[config.mk]
export PLATFORM = sky130hd
export DESIGN_NAME = fet_qbuf
export DESIGN_NICKNAME = d
export VERILOG_FILES = /design/src/rtl/fet_pkg.sv /design/src/rtl/fet_fifo.sv /design/src/rtl/fet_qbuf.sv
export SDC_FILE = /design/constraint.sdc
export NUM_CORES = 1
export LEC_CHECK = 0
export ABC_AREA = 1
export BUFFER_PORTS_ARGS = -buffer_cell sky130_fd_sc_hd__buf_2
export CAP_MARGIN = 25
export CORE_UTILIZATION = 65
export CTS_BUF_LIST = sky130_fd_sc_hd__clkbuf_4 sky130_fd_sc_hd__clkbuf_8
export DETAILED_ROUTE_END_ITERATION = 7
export GPL_TIMING_DRIVEN = 1
export HOLD_SLACK_MARGIN = 0.05
export PLACE_DENSITY = 0.88
export SETUP_SLACK_MARGIN = 0.05
export SLEW_MARGIN = 20
export SYNTH_ARGS = -nofsm -noshare
export SYNTH_HDL_FRONTEND = slang
export SYNTH_SLANG_ARGS = --single-unit
export TNS_END_PERCENT = 1
[constraint.sdc]
create_clock -name i_clk -period 11.5 [get_ports i_clk]
set_input_delay 1.15 -clock i_clk [delete_from_list [all_inputs] [get_ports i_clk]]
set_output_delay 1.15 -clock i_clk [all_outputs]
set_load 0.02 [all_outputs]
[src/rtl/fet_pkg.sv]
// rtl/fet_pkg.sv - shared types, constants and J-immediate decode for the fetch queue
// Contents:
//   NOP_INST    instruction presented on the head fields when the queue is empty
//   OPC_JAL     major opcode of JAL, used by the optional predecoder
//   fet_entry_t one queue entry {inst, pc, nxt_pc, pred}
//   jal_imm()   sign-extended J-type immediate of an instruction word
package fet_pkg;

    localparam logic [31:0] NOP_INST = 32'h00000033;
    localparam logic [6:0]  OPC_JAL  = 7'b1101111;

    typedef struct packed {
        logic [31:0] inst;
        logic [31:0] pc;
        logic [31:0] nxt_pc;
        logic        pred;
    } fet_entry_t;

    // J-type immediate: imm[20|10:1|11|19:12] lives in inst[31:12]; bit 0 is always zero.
    function automatic logic [31:0] jal_imm(input logic [31:0] inst);
        return {{11{inst[31]}}, inst[31], inst[19:12], inst[20], inst[30:21], 1'b0};
    endfunction

endpackage

[src/rtl/fet_fifo.sv]
// rtl/fet_fifo.sv - generic synchronous FIFO with clear, push/pop and occupancy count
// Ports:
//   clk    in   clock
//   rst    in   synchronous active-high reset
//   clr    in   synchronous flush: empties the FIFO and zeroes both pointers
//   push   in   write din at the tail (caller guarantees not full unless popping)
//   din    in   WIDTH-bit write data
//   pop    in   retire the head entry (caller guarantees not empty)
//   dout   out  head entry, read straight from storage (no same-cycle bypass)
//   count  out  occupancy, 0..DEPTH
module fet_fifo #(
    parameter int WIDTH = 8,
    parameter int DEPTH = 4
) (
    input  logic                         clk,
    input  logic                         rst,
    input  logic                         clr,
    input  logic                         push,
    input  logic [WIDTH-1:0]             din,
    input  logic                         pop,
    output logic [WIDTH-1:0]             dout,
    output logic [$clog2(DEPTH+1)-1:0]   count
);

    localparam int AW = $clog2(DEPTH);
    localparam int CW = $clog2(DEPTH+1);

    logic [WIDTH-1:0] mem [DEPTH];
    logic [AW-1:0]    wr_ptr;
    logic [AW-1:0]    rd_ptr;
    logic [CW-1:0]    cnt;

    // Storage needs no reset: count gates every use of its contents.
    always_ff @(posedge clk) begin
        if (push) begin
            mem[wr_ptr] <= din;
        end
    end

    always_ff @(posedge clk) begin
        if (rst || clr) begin
            wr_ptr <= '0;
            rd_ptr <= '0;
            cnt    <= '0;
        end else begin
            if (push) begin
                wr_ptr <= wr_ptr + AW'(1);
            end
            if (pop) begin
                rd_ptr <= rd_ptr + AW'(1);
            end
            case ({push, pop})
                2'b10:   cnt <= cnt + CW'(1);
                2'b01:   cnt <= cnt - CW'(1);
                default: cnt <= cnt;
            endcase
        end
    end

    assign dout  = mem[rd_ptr];
    assign count = cnt;

endmodule

[src/rtl/fet_qbuf.sv]
// rtl/fet_qbuf.sv - fetch stage: PC generation plus a DEPTH-entry instruction queue to decode
// Optional feature macro: FET_QBUF_PREDECODE_EN (JAL predecode and static taken prediction).
// Ports:
//   i_clk, i_rst        clock, synchronous active-high reset
//   i_redir, i_redir_pc redirect/flush request and its target (low two bits dropped)
//   i_halt              stop issuing fetches; queued entries still drain
//   o_imem_raddr        fetch address (the PC register)
//   i_imem_rdata        instruction word for o_imem_raddr, same cycle
//   o_vld, i_rdy        head valid / decode accepts head
//   o_inst, o_pc        head instruction (NOP when empty) and its PC
//   o_nxt_pc, o_pred    head fall-through or predicted next PC, predicted-taken flag
//   o_flush             registered copy of i_redir for downstream squash
//   o_count             queue occupancy
module fet_qbuf
    import fet_pkg::*;
#(
    parameter logic [31:0] RESET_ADDR = 32'h00000000,
    parameter int          DEPTH      = 4
) (
    input  logic                         i_clk,
    input  logic                         i_rst,
    input  logic                         i_redir,
    input  logic [31:0]                  i_redir_pc,
    input  logic                         i_halt,
    output logic [31:0]                  o_imem_raddr,
    input  logic [31:0]                  i_imem_rdata,
    output logic                         o_vld,
    input  logic                         i_rdy,
    output logic [31:0]                  o_inst,
    output logic [31:0]                  o_pc,
    output logic [31:0]                  o_nxt_pc,
    output logic                         o_pred,
    output logic                         o_flush,
    output logic [$clog2(DEPTH+1)-1:0]   o_count
);

    localparam int CW = $clog2(DEPTH+1);

    logic [31:0]   pc;
    logic [31:0]   npc;
    logic          pred;
    logic          push;
    logic          pop;
    logic          full;
    logic          vld;
    logic [CW-1:0] count;
    logic          flush;
    fet_entry_t    wr_entry;
    fet_entry_t    head;

    assign full = (count == CW'(DEPTH));
    assign vld  = (count != '0);

    // A redirect suppresses both sides; a pop frees the slot the push needs when full.
    assign pop  = vld & i_rdy & ~i_redir;
    assign push = ~i_redir & ~i_halt & (~full | pop);

    always_comb begin
        npc  = pc + 32'd4;
        pred = 1'b0;
`ifdef FET_QBUF_PREDECODE_EN
        if (i_imem_rdata[6:0] == OPC_JAL) begin
            npc  = pc + jal_imm(i_imem_rdata);
            pred = 1'b1;
        end
`endif
    end

    assign wr_entry = '{inst: i_imem_rdata, pc: pc, nxt_pc: npc, pred: pred};

    always_ff @(posedge i_clk) begin
        if (i_rst) begin
            pc    <= RESET_ADDR;
            flush <= 1'b0;
        end else begin
            flush <= i_redir;
            if (i_redir) begin
                pc <= {i_redir_pc[31:2], 2'b00};
            end else if (push) begin
                pc <= npc;
            end
        end
    end

    fet_fifo #(
        .WIDTH ($bits(fet_entry_t)),
        .DEPTH (DEPTH)
    ) u_fifo (
        .clk   (i_clk),
        .rst   (i_rst),
        .clr   (i_redir),
        .push  (push),
        .din   (wr_entry),
        .pop   (pop),
        .dout  (head),
        .count (count)
    );

    assign o_imem_raddr = pc;
    assign o_vld        = vld;
    assign o_inst       = vld ? head.inst   : NOP_INST;
    assign o_pc         = vld ? head.pc     : 32'd0;
    assign o_nxt_pc     = vld ? head.nxt_pc : 32'd0;
    assign o_pred       = vld & head.pred;
    assign o_flush      = flush;
    assign o_count      = count;

endmodule
==> summary.md <==
| Metric | Value |
|---|---|
| Status | `completed` |
| Total Power | `3040 uW` |
| Cts hold-fix bufs | `0` |
| Fin nets | `1781` |
| Largest net degree at the start of global routing | `129` |
| Hold path start | `u_fifo.rd_ptr[1]$_SDFFE_PP0P_` |
| Synth area leader | `edfxtp_1` |
| Clk_skew | `0.0144 ns` |
| Critical Path Start Type | `flip-flop` |
| Setup TNS Final | `0 ns` |
| Syn Inst Count | `1521` |
| Critical path's slowest cell | `buf_4` |
| Register area | `11900 um2` |
| Cell with the most instances after synthesis | `nor2_1` |
| Starting Density | `0.666` |
| Hold slack | `0.466 ns` |
| Chip Height | `163 um` |
| Crit end category | `output port` |
| Final WL | `37900 um` |
| Reg2reg setup slack | `8.37 ns` |
| FMAX | `205 MHz` |
| DP HPWL | `22000 um` |
| Min cycle time layout | `4.87 ns` |
| Clock Root Buffer | `clkbuf_8` |
| Post-synthesis compound-gate area fraction | `0.101` |
| Sink Count | `408` |
| FP Rows | `58` |
| Max Cap Viol | `0` |
| CP peak stage delay | `0.77 ns` |
| Total net switching power | `680 uW` |
| # diodes | `0` |
| LEAKAGE | `0.00732 uW` |
| Simple logic cell fraction of the synthesized area | `0.141` |
| Int Power | `2360 uW` |
| Combinational group share of total power | `0.060` |
| Pwr Density | `157 nW/um2` |
| DR WL/cell | `18.2 um` |
| Ys async rst share | `0` |
| Seq/Total Area, Yosys | `0.702` |
| WP data arrival | `3.72 ns` |
| CTS Buffer Depth | `3` |
| Iter 0 DRT Violations | `1432` |
| Total GRT Usage | `0.286` |
| Worst-Margin Slew | `0.999 ns` |
| Fillers | `1562` |
| Hold Vio Cnt, Final | `0` |
| Synth Cell Area | `16900 um2` |
| CTS tree | `built` |
| Kind of critical path | `flip-flop to output port` |
| CP max FO | `85` |
| Detailed Routing Iterations Pass 1 | `6` |
| DIE AREA | `26600 um2` |
| # H-tree levels | `2` |
| Core area | `25300 um2` |
| Synth warn | `0` |
| Via-to-Cell Ratio | `5.71` |
| Count of cell types in the netlist | `35` |
| R2R depth | `5` |
| Largest family of logic cells by synthesized area | `simple AND/OR/NAND/NOR gates` |
| Mux contribution to synthesized area | `0` |
| Footprint of the multi-input gates | `4440 um2` |
| Clk slew on worst S/H paths | `0.06 ns` |
| Share of cells above drive strength 1 | `0.197` |
| # IOs | `203` |
| Switching Fraction | `0.224` |
| Worst skew pair latency | `0.60 ns` |
| Via count | `11900` |
| Area Overhead vs Synth | `14.5%` |
| Routability cong. | `0.879` |
| DRT antenna net count | `0` |
| Core Util, Final | `0.763` |
| Clock power share | `0.388` |
| Vias in the first global route | `11600` |
| CTS buffer count | `60` |
| PortBufs | `193` |
| Slew HR | `0.333` |
| Grt ovf | `0` |
| Die width | `163 um` |
| Hold Crit Depth | `2` |
| Reg-to-reg startpoint | `u_fifo.count[1]$_SDFFE_PP0P_` |
| Cell Chain, Critical Path | `buf_4 > buf_4 > nor2_1 > nor2_1 > o21ai_0 > a21oi_1 > buf_2` |
| Global-route wire length before repair | `58200 um` |
| Synth Area in XOR/XNOR | `0.0109` |
| Commonest register cell after synthesis | `edfxtp_1` |
| Fin. max-slew vios | `0` |
| Hold Path Class | `flip-flop to flip-flop` |
| Post-synth EDFFs | `368` |
| Initial antenna violation count | `0` |
| Synth Area per Inst | `11.1 um2` |
| Post-synth top cells | `nor2_1, edfxtp_1, o21ai_0` |
| Endpoints failing setup | `0` |
| RSZ-0062 raised after global routing | `false` |
| Synth area leaders | `edfxtp_1, nor2_1, o21ai_0` |
| Seq pwr share | `0.552` |
| Adder-cell area share of the yosys netlist | `0.00563` |
| R2r endpoint | `u_fifo.mem[2][65]$_DFFE_PP_` |
| Synth Register Bits | `408` |
| # DRC | `0` |
| Tcrit/Tclk final | `0.423` |
| CP required | `10.35 ns` |
| Yosys top cell area share | `0.655` |
| Post_cts resized | `0` |
| Worst vdd ir | `111 uV` |
| Postcts setup bufs | `0` |
## cell type report
class,count,area share
Clock inverter,15,0.00525
Timing Repair Buffer,205,0.0569
Sequential cell,408,0.614
Inverter,66,0.0130
Tap cell,330,0.0214
Multi-Input combinational cell,964,0.230
Clock buffer,96,0.0597
## worst max-delay path, delay by kind of cell (launching register included)
family	cells	cell delay (ns)
AO/OA/AOI/OAI	2	0.42
AND/OR/NAND/NOR	2	0.22
buffers and inverters	3	1.66
flip-flops	1	0.69
## cell usage in the layout (no fill, tap or decap), drive strengths merged, types with 4 or more instances in the layout
master / instances
a21oi: 119
and2: 4
buf: 205
clkbuf: 96
clkinv: 13
conb: 7
dfxtp: 40
edfxtp: 368
ha: 6
inv: 64
nand2: 151
nand3: 17
nor2: 427
o21ai: 205
o311ai: 4
xor2: 14
## cells by family after synthesis
kind of cell,count (synthesis)
adders and majority gates,7
xor gates and xnor gates,15
AOI/OAI and AO/OA,335
buffers and inverters,155
other,1
and+or+nand+nor,600
DFF,408
## through the flow
stage	area [um2]	worst slack, ns	std cells
finish	19300	6.63	2084
detailed placement	18000	7.22	1972
global route	19300	6.39	2084
floorplan	16900	5.57	1527
global placement	18000	7.09	1971
CTS	19300	6.62	2083
## registers in the layout, summed over array words and instances (netlist names), named ones only
signal / flops
u_fifo.mem: 368
o_imem_raddr: 30
u_fifo.count: 3
u_fifo.rd_ptr: 2
u_fifo.wr_ptr: 2
o_flush: 1
## power groups by stage
stage	sequential [uW]	clock (uW)	combinational (uW)
finish	1680	1180	184
global route	1680	1260	200
CTS	1680	1190	181
detailed placement	1710	0	180
global placement	1700	0	174
floorplan	1710	0	105
## routing by layer
metal | wire, um | up-vias | GRT usage
met5 | 0 | - | 0
met4 | 965 | 0 | 0.107
met3 | 3550 | 89 | 0.0490
met2 | 18300 | 617 | 0.473
met1 | 15000 | 5615 | 0.382
li1 | - | 5582 | -
## worst max-delay path by stage
stage	end	cells after the start	start
6_report	o_nxt_pc[16]	7	flip-flop
5_1_grt	o_nxt_pc[16]	7	flip-flop
4_1_cts	o_nxt_pc[16]	7	flip-flop
3_5_place_dp	u_fifo.mem[2][67]$_DFFE_PP_	5	i_redir
3_3_place_gp	u_fifo.mem[3][68]$_DFFE_PP_	5	i_redir
2_1_floorplan	u_fifo.mem[0][10]$_DFFE_PP_	5	i_rdy
Power figures use the tool's default switching activity.
